**config.mk**
```make
export PLATFORM = sky130hd
export DESIGN_NAME = colisao_municao_flat
export DESIGN_NICKNAME = d
export VERILOG_FILES = /design/src/rtl/colisao_municao_if.sv /design/src/rtl/colisao_municao.sv /design/src/flat_wrapper.sv
export SDC_FILE = /design/constraint.sdc
export NUM_CORES = 1
export LEC_CHECK = 0
export BUFFER_PORTS_ARGS = -buffer_cell sky130_fd_sc_hd__buf_2
export CAP_MARGIN = 20
export CORE_MARGIN = 5
export CORE_UTILIZATION = 45
export CTS_BUF_LIST = sky130_fd_sc_hd__clkbuf_2
export CTS_CLUSTER_SIZE = 28
export DETAILED_ROUTE_END_ITERATION = 8
export PLACE_DENSITY = 0.71
export SYNTH_ARGS = -nofsm -noshare
export SYNTH_HDL_FRONTEND = slang
export SYNTH_SLANG_ARGS = --single-unit
```
**constraint.sdc**
```tcl
create_clock -name clk -period 4.4 [get_ports clk]
set_input_delay 0.22 -clock clk [delete_from_list [all_inputs] [get_ports clk]]
set_output_delay 0.22 -clock clk [all_outputs]
set_load 0.01 [all_outputs]
```
**src/rtl/colisao_municao_if.sv**
```systemverilog
// Bus bundle between the player-ship hit detector and its surroundings:
// enemy bullet / ship positions, restart, VGA counters in; hit, lives, HUD out.
interface colisao_municao_if;
  logic [10:0] posX_Municao2;
  logic [10:0] posY_Municao2;
  logic [10:0] posX_nave;
  logic [10:0] posY_nave;
  logic        btn_reiniciar;
  logic [9:0]  h_counter;
  logic [9:0]  v_counter;
  logic        hit;
  logic [1:0]  vidas;
  logic        invulneravel;
  logic        game_over;
  logic [7:0]  R;
  logic [7:0]  G;
  logic [7:0]  B;

  modport master (
    output posX_Municao2, posY_Municao2, posX_nave, posY_nave,
    output btn_reiniciar, h_counter, v_counter,
    input  hit, vidas, invulneravel, game_over, R, G, B
  );

  modport slave (
    input  posX_Municao2, posY_Municao2, posX_nave, posY_nave,
    input  btn_reiniciar, h_counter, v_counter,
    output hit, vidas, invulneravel, game_over, R, G, B
  );
endinterface

```
**src/rtl/colisao_municao.sv**
```systemverilog
// Player-ship hit detector and life manager: turns bullet/ship overlaps into
// single hits with an invulnerability window, tracks lives and draws the lives HUD.
module colisao_municao #(
  parameter int unsigned NAVE_W        = 40,
  parameter int unsigned NAVE_H        = 20,
  parameter int unsigned MUN_W         = 1,
  parameter int unsigned MUN_H         = 20,
  parameter int unsigned Y_MAX         = 540,
  parameter int unsigned VIDAS_INI     = 3,
  parameter int unsigned INVULN_CYCLES = 25000000
) (
  input logic               clk,
  input logic               reset,
  colisao_municao_if.slave  bus
);

  localparam int unsigned CNT_W = $clog2(INVULN_CYCLES);

  typedef enum logic [1:0] {
    JOGANDO      = 2'd0,
    INVULNERAVEL = 2'd1,
    GAME_OVER    = 2'd2
  } state_t;

  state_t            state_q, state_d;
  logic [CNT_W-1:0]  cnt_q, cnt_d;
  logic [10:0]       bx_q, bx_d, by_q, by_d, sx_q, sx_d, sy_q, sy_d;
  logic [1:0]        vidas_q, vidas_d;
  logic              hit_q, hit_d;
  logic              invuln_q, invuln_d;
  logic              game_over_q, game_over_d;
  logic [7:0]        r_q, r_d, g_q, g_d, b_q, b_d;

  logic [11:0]       bx12, by12, sx12, sy12;
  logic              valid_c, overlap_c;
  logic [5:0]        off_c;
  logic              blank_c, in_row_c, in_span_c, green_c, red_c;

  // Input copies; 12-bit sums keep the box comparisons from wrapping
  always_comb begin
    bx_d = bus.posX_Municao2;
    by_d = bus.posY_Municao2;
    sx_d = bus.posX_nave;
    sy_d = bus.posY_nave;
    bx12 = {1'b0, bx_q};
    by12 = {1'b0, by_q};
    sx12 = {1'b0, sx_q};
    sy12 = {1'b0, sy_q};
    valid_c   = (by_q != 11'd0) && (by12 < 12'(Y_MAX));
    overlap_c = valid_c
             && (bx12 < sx12 + 12'(NAVE_W)) && (sx12 < bx12 + 12'(MUN_W))
             && (by12 < sy12 + 12'(NAVE_H)) && (sy12 < by12 + 12'(MUN_H));
  end

  // Next-state, lives and invulnerability counter
  always_comb begin
    state_d = state_q;
    cnt_d   = cnt_q;
    vidas_d = vidas_q;
    hit_d   = 1'b0;
    case (state_q)
      JOGANDO: begin
        if (overlap_c) begin
          hit_d = 1'b1;
          if (vidas_q <= 2'd1) begin
            vidas_d = 2'd0;
            state_d = GAME_OVER;
          end else begin
            vidas_d = vidas_q - 2'd1;
            cnt_d   = '0;
            state_d = INVULNERAVEL;
          end
        end
      end
      INVULNERAVEL: begin
        if (cnt_q == CNT_W'(INVULN_CYCLES - 1)) begin
          cnt_d   = '0;
          state_d = JOGANDO;
        end else begin
          cnt_d = cnt_q + CNT_W'(1);
        end
      end
      GAME_OVER: begin
        if (bus.btn_reiniciar) begin
          vidas_d = 2'(VIDAS_INI);
          cnt_d   = '0;
          state_d = JOGANDO;
        end
      end
      default: state_d = JOGANDO;
    endcase
    invuln_d    = (state_d == INVULNERAVEL);
    game_over_d = (state_d == GAME_OVER);
  end

  // HUD: 10-px life squares on a 16-px pitch from x=110, red bar when game over
  always_comb begin
    off_c     = 6'(bus.h_counter - 10'd110);
    blank_c   = (bus.v_counter <= 10'd2) || (bus.h_counter <= 10'd96);
    in_row_c  = (bus.v_counter >= 10'd10) && (bus.v_counter <= 10'd19);
    in_span_c = (bus.h_counter >= 10'd110) && (bus.h_counter <= 10'd157);
    green_c   = in_row_c && in_span_c && (off_c[3:0] <= 4'd9) && (off_c[5:4] < vidas_q);
    red_c     = in_row_c && in_span_c && (state_q == GAME_OVER);
    r_d = 8'd0;
    g_d = 8'd0;
    b_d = 8'd0;
    if (!blank_c) begin
      if (red_c) begin
        r_d = 8'hFF;
      end else if (green_c) begin
        g_d = 8'hFF;
      end
    end
  end

  always_ff @(posedge clk or posedge reset) begin
    if (reset) begin
      state_q     <= JOGANDO;
      cnt_q       <= '0;
      bx_q        <= '0;
      by_q        <= '0;
      sx_q        <= '0;
      sy_q        <= '0;
      vidas_q     <= 2'(VIDAS_INI);
      hit_q       <= 1'b0;
      invuln_q    <= 1'b0;
      game_over_q <= 1'b0;
      r_q         <= '0;
      g_q         <= '0;
      b_q         <= '0;
    end else begin
      state_q     <= state_d;
      cnt_q       <= cnt_d;
      bx_q        <= bx_d;
      by_q        <= by_d;
      sx_q        <= sx_d;
      sy_q        <= sy_d;
      vidas_q     <= vidas_d;
      hit_q       <= hit_d;
      invuln_q    <= invuln_d;
      game_over_q <= game_over_d;
      r_q         <= r_d;
      g_q         <= g_d;
      b_q         <= b_d;
    end
  end

  assign bus.hit          = hit_q;
  assign bus.vidas        = vidas_q;
  assign bus.invulneravel = invuln_q;
  assign bus.game_over    = game_over_q;
  assign bus.R            = r_q;
  assign bus.G            = g_q;
  assign bus.B            = b_q;

endmodule

```
**src/flat_wrapper.sv**
```systemverilog
// flat-port wrapper written by rule: the top's interface ports become plain ports
module colisao_municao_flat 
#(
  parameter int unsigned NAVE_W        = 40,
  parameter int unsigned NAVE_H        = 20,
  parameter int unsigned MUN_W         = 1,
  parameter int unsigned MUN_H         = 20,
  parameter int unsigned Y_MAX         = 540,
  parameter int unsigned VIDAS_INI     = 3,
  parameter int unsigned INVULN_CYCLES = 25000000
)
  (clk, reset, bus_posX_Municao2, bus_posY_Municao2, bus_posX_nave, bus_posY_nave, bus_btn_reiniciar, bus_h_counter, bus_v_counter, bus_hit, bus_vidas, bus_invulneravel, bus_game_over, bus_R, bus_G, bus_B);
  colisao_municao_if bus_i ();
  input logic clk;
  input logic reset;
  input wire logic [$bits(bus_i.posX_Municao2)-1:0] bus_posX_Municao2;
  input wire logic [$bits(bus_i.posY_Municao2)-1:0] bus_posY_Municao2;
  input wire logic [$bits(bus_i.posX_nave)-1:0] bus_posX_nave;
  input wire logic [$bits(bus_i.posY_nave)-1:0] bus_posY_nave;
  input wire logic [$bits(bus_i.btn_reiniciar)-1:0] bus_btn_reiniciar;
  input wire logic [$bits(bus_i.h_counter)-1:0] bus_h_counter;
  input wire logic [$bits(bus_i.v_counter)-1:0] bus_v_counter;
  output wire logic [$bits(bus_i.hit)-1:0] bus_hit;
  output wire logic [$bits(bus_i.vidas)-1:0] bus_vidas;
  output wire logic [$bits(bus_i.invulneravel)-1:0] bus_invulneravel;
  output wire logic [$bits(bus_i.game_over)-1:0] bus_game_over;
  output wire logic [$bits(bus_i.R)-1:0] bus_R;
  output wire logic [$bits(bus_i.G)-1:0] bus_G;
  output wire logic [$bits(bus_i.B)-1:0] bus_B;
  assign bus_i.posX_Municao2 = bus_posX_Municao2;
  assign bus_i.posY_Municao2 = bus_posY_Municao2;
  assign bus_i.posX_nave = bus_posX_nave;
  assign bus_i.posY_nave = bus_posY_nave;
  assign bus_i.btn_reiniciar = bus_btn_reiniciar;
  assign bus_i.h_counter = bus_h_counter;
  assign bus_i.v_counter = bus_v_counter;
  assign bus_hit = bus_i.hit;
  assign bus_vidas = bus_i.vidas;
  assign bus_invulneravel = bus_i.invulneravel;
  assign bus_game_over = bus_i.game_over;
  assign bus_R = bus_i.R;
  assign bus_G = bus_i.G;
  assign bus_B = bus_i.B;
  colisao_municao #(.NAVE_W(NAVE_W), .NAVE_H(NAVE_H), .MUN_W(MUN_W), .MUN_H(MUN_H), .Y_MAX(Y_MAX), .VIDAS_INI(VIDAS_INI), .INVULN_CYCLES(INVULN_CYCLES)) u_core (.clk(clk), .reset(reset), .bus(bus_i));
endmodule
```
Word-level counts from Yosys, hierarchy flattened
Cells that the tools add are included.
- add/subtract/negate cells: 7
- magnitude comparators: 14
- eq/ne operators: 8
- muxes and demuxes: 21
- reduce and logical (&&, ||, !) cells: 18
- operators by type and width (kind ; count):
    two-way mux 25 bit ; 4
    one-hot mux 25 bit (3 select lines) ; 1
    < comparator 11 x 12 -> 1 bit ; 4
    two-way mux 8 bit ; 5
    adder 25 x 1 -> 25 bit, second input constant ; 1
    == test 25 bit, second input constant ; 1
    adder 11 x 5 -> 12 bit, second input constant ; 2
    two-way mux 2 bit ; 7
    adder 11 x 1 -> 12 bit, second input constant ; 1
    adder 11 x 6 -> 12 bit, second input constant ; 1
    logical AND 1 bit ; 11
    < comparator 11 x 10 -> 1 bit, second input constant ; 1
    nonzero test 11 bit ; 1
    greater-or-equal comparator 10 x 4 -> 1 bit, second input constant ; 1
    greater-or-equal comparator 10 x 7 -> 1 bit, second input constant ; 1
    <= comparator 10 x 2 -> 1 bit, second input constant ; 1
    <= comparator 10 x 5 -> 1 bit, second input constant ; 1
    <= comparator 10 x 7 -> 1 bit, second input constant ; 1
    <= comparator 10 x 8 -> 1 bit, second input constant ; 1
    one-hot mux 2 bit (3 select lines) ; 1
    subtractor 6 bit, second input constant ; 1
    == test 2 x 1 -> 1 bit, second input constant ; 2
    == test 2 bit, second input constant ; 2
    <= comparator 4 bit, second input constant ; 1
    13 further kinds ; 15
- bits in registers: 92
- bits of input ports: 67
- output and inout port bits: 29
- word-level logic and storage cells: 80

Depth between registers and ports, before layout
- depth after elaboration: 9
- mapped depth: 13
- gate-level depth less buffers: 12

Least setup slack after synthesis
OpenSTA, ideal clock, no wires.
- path kind: reg2reg
- start point: register u_core.by_q[4]
- end point: register u_core.cnt_q[11]
- library setup time: 124 ps
- arrival: 2959 ps
- required time: 4276 ps
- path slack: 1317 ps
- stages on the path, launching flop included: 14
- clock period less this slack: 3083 ps
- cell sequence: dfrtp_1 a21oi_1 nor2_1 and3_1 xnor2_1 ha_1 a21o_1 a21oi_1 o221ai_1 a2111oi_4 a41oi_1 o21a_4 buf_6 a211o_1
- word-level cells in the longest chain between the ends: 8
- elaborated cells on any way between the ends: 12
- classes of those cells: add/sub: 1; order compare: 3; eq/ne: 1; reduce/logical: 7
- ends and longest elaborated chain (element ; RTL line ; text):
    start: declaration ; colisao_municao.sv:27 ; logic [10:0] bx_q, bx_d, by_q, by_d, sx_q, sx_d, sy_q, sy_d;
    start signal: assignment ; colisao_municao.sv:135 ; by_q <= by_d;
    parallel branches: the longest is 5 deep, another holds adder 11 x 5 -> 12 bit ; -- ;
    logical AND 1 bit (*) ; colisao_municao.sv:52 ; && (by12 < sy12 + 12'(NAVE_H)) && (sy12 < by12 + 12'(MUN_H));
    != test 2 x 1 -> 1 bit (no line) (*) ; -- ;
    AND reduction 4 bit (no line) (*) ; -- ;
    end signal: assignment ; colisao_municao.sv:133 ; cnt_q <= cnt_d;
    end: declaration ; colisao_municao.sv:26 ; logic [CNT_W-1:0] cnt_q, cnt_d;
Mark *: on every way between the ends.
A chain may end at the register's enable or synchronous reset.

Worst setup path after layout
- start point: register u_core.by_q[4]
- end point: register u_core.cnt_q[3]
The elaborated chain is that of the path after synthesis.

==> results.toml <==
[placed_design]
numPortBuffers = 85
detailed_place_hpwl_um = 8160
place.gp.congestion = 0.857
placed_area_mm2 = 0.00519
dp_cells = 677

[detailed_routing]
wl_per_cell_um = 15.5
wirelength_um = 11500
drt_iter0_drc = 202
vias = 4028
drcViolationCount = 0
drtAntennaViolNets = 0
vias_per_cell = 5.41
drtPass1Iterations = 4

[layout]
areaGrowthSynthToFinish_pct = 21.5
drive_above_1_share = 0.186
design_area_mm2 = 0.00579
layout_commonest_cell = "buf_2"
layout.nets = 718
layout_common_cells = "85 x buf_2, 76 x dfrtp_1, 50 x dlygate4sd3_1"
final_cells = 745

[pwr]
p_leak_nw = 3.01
irDropWorstVdd_uv = 141
total_power_mw = 1.63
powerDensity_mw_per_mm2 = 281

[setup_path]
arrival_ns = 3.83
startpoint = "u_core.by_q[4]"
start_kind = "register"
worst_path_most_repeated_cell = "a21oi_1"
crit_type = "register to register"
r2r_cells = 12
worst_setup_path_end_kind = "register"
slowest_delay_ns = 0.51
cp_top_family = "compound AO/OA/AOI/OAI gates"
r2r_end = "u_core.cnt_q[3]"
cp.required_ns = 4.87
cp_num_buf_inv = 0
crit_chain = "a21oi_1 -> nor2_1 -> and3_1 -> xnor2_1 -> ha_1 -> a21o_1 -> a21oi_1 -> o221ai_1 -> a2111oi_4 -> a41oi_1 -> o21a_4 -> a211o_1"
critPathMaxFanout = 25
critPathCapture = "u_core.cnt_q[3]"
cp_slowest_cell = "dfrtp_1"
r2r_slack_ns = 1.04
path_depth = 12
r2r_start = "u_core.by_q[4]"

[clocking]
cts_buffers = 9
cts_tree = "yes"
hold_buffers = 50
cts_max_level = 3
clk_latency_ns = 0.57
clkTransAtPathRegs_ns = 0.20
post_cts_resized = 0
cts_setup_buffers = 0
clockBufferDepth = 2
cts.sink_count = 78
root_buffer = "clkbuf_2"

[sta]
rsz0062_at_grt = "no"
fmax_mhz = 298
final_hold_viol_count = 0
slew_headroom = 0.316
timing.final.crit_share = 0.764
finalMaxSlewViolations = 0
fin_tns_setup_ns = 0
tightest_slew_ns = 1.02
fin_worst_skew_ns = 0.0122
period_needed_ns = 3.36
setup_viol = 0

[die]
core_area_mm2 = 0.0103
ios = 96
die_width_um = 113
fp.dieArea_mm2 = 0.0128
die_h_um = 113
start_util = 0.462
rows = 37

[global_routing]
overflow = 0
grtUsageTotal = 0.183
grt_pass1_wl_um = 18900
grt_start_max_net_pins = 50
grt_pass1_vias = 4139
antenna_found_initial = 1

[flow_run]
max_cap_violations = 0

[synthesis]
yosys_warnings = 0
synth_cell_types = 57
synth_top_cell_area_share = 0.399
syn_avg_cell_area_um2 = 9.98
ys.flop_type = "dfrtp_1"
netlist_instances = 478
netlist.top_cell.by_area = "dfrtp_1"
ys_seq_area_frac = 0.410
synth-edff-count = 0
synth.area.top_cells = "dfrtp_1 40%, ha_1 13%, xor2_1 4.2%, and3_1 3.9%, a211o_1 3.5%"
syn_area_mm2 = 0.00477
synth-seq-cells = 78
synth-async-reset-ratio = 1.00

[status]
status = "finished, final reports clean"

[hold_path]
hold_class = "input pin to asynchronous set/reset pin"
worst min-delay path by stage:
stage,start,endpoint,cells after the start
2_1_floorplan,bus_posX_Municao2[0],u_core.bx_q[0],0
3_3_place_gp,bus_posY_nave[1],u_core.sy_q[1],1
3_5_place_dp,bus_posX_nave[3],u_core.sx_q[3],1
4_1_cts,bus_posY_nave[2],u_core.sy_q[2],2
5_1_grt,reset,u_core.bus.game_over,3
6_report,reset,u_core.sx_q[4],3
layer usage:
metal | track usage | routed length [um]
met1 | 0.207 | 4760
met2 | 0.319 | 5950
met3 | 0.0374 | 375
met4 | 0.109 | 457
met5 | 0 | 0
where the power goes:
group	internal, mW	switching [mW]
Clock	0.0702	0.252
Sequential	0.778	0.0713
Combinational	0.195	0.262
cell type report:
class | instances | area [um^2]
diodes | 1 | 2.50
clock buffers | 10 | 50.0
clock inverters | 6 | 28.8
fillers | 879 | 4530
inverters | 23 | 86.3
multi-input cells | 353 | 2540
flip-flops and latches | 78 | 1950
well taps | 136 | 170
repair buffers | 138 | 961
worst register-to-register path, stage by stage, from the launching register on:
cell and delay [ns]:
dfrtp_1 0.51, a21oi_1 0.32, nor2_1 0.13, and3_1 0.21, xnor2_1 0.13, ha_1 0.31, a21o_1 0.16, a21oi_1 0.14
o221ai_1 0.16, a2111oi_4 0.36, a41oi_1 0.18, o21a_4 0.32, a211o_1 0.33
kinds of logic after synthesis:
group                    share of synthesized area
AND/OR/NAND/NOR                              0.188
adder cells (fa/ha/maj)                      0.126
XOR/XNOR                                    0.0588
AO/OA/AOI/OAI                                0.151
flip-flops                                   0.410
multiplexers                               0.00236
other                                     0.000786
buffers and inverters                       0.0630
state kept, by name, indices dropped and copies added, names as in the netlist:
name	flops
u_core.cnt_q	25
u_core.bx_q	11
u_core.by_q	11
u_core.sx_q	11
u_core.sy_q	11
u_core.bus.vidas	2
u_core.state_q	2
u_core.bus.G	1
u_core.bus.R	1
u_core.bus.game_over	1
u_core.bus.hit	1
u_core.bus.invulneravel	1
metrics by stage:
step | utilization | hold WS, ns | worst slack (ns)
final | 0.561 | 0.0615 | 1.04
after global routing | 0.561 | 0.0295 | 0.877
after CTS | 0.559 | 0.231 | 1.05
after detailed placement | 0.503 | 0.329 | 1.06
after global placement | 0.503 | 0.328 | 1.16
after floorplan | - | 0.251 | 1.32
Yosys cell counts (all sizes together), types with 3 or more instances:
library cell and number:
a211o 19, a211oi 3, a21o 11, a21oi 15
a31oi 4, and3 30, and4 5, buf 24
clkbuf 7, dfrtp 76, ha 48, inv 23
nand2 34, nand3 20, nand4 8, nor2 25
nor3 25, nor3b 6, nor4 3, o2111ai 3
o21ai 16, o221ai 3, o31ai 4, xnor2 9
xor2 23
No activity file was read; power rests on OpenSTA's default activity.
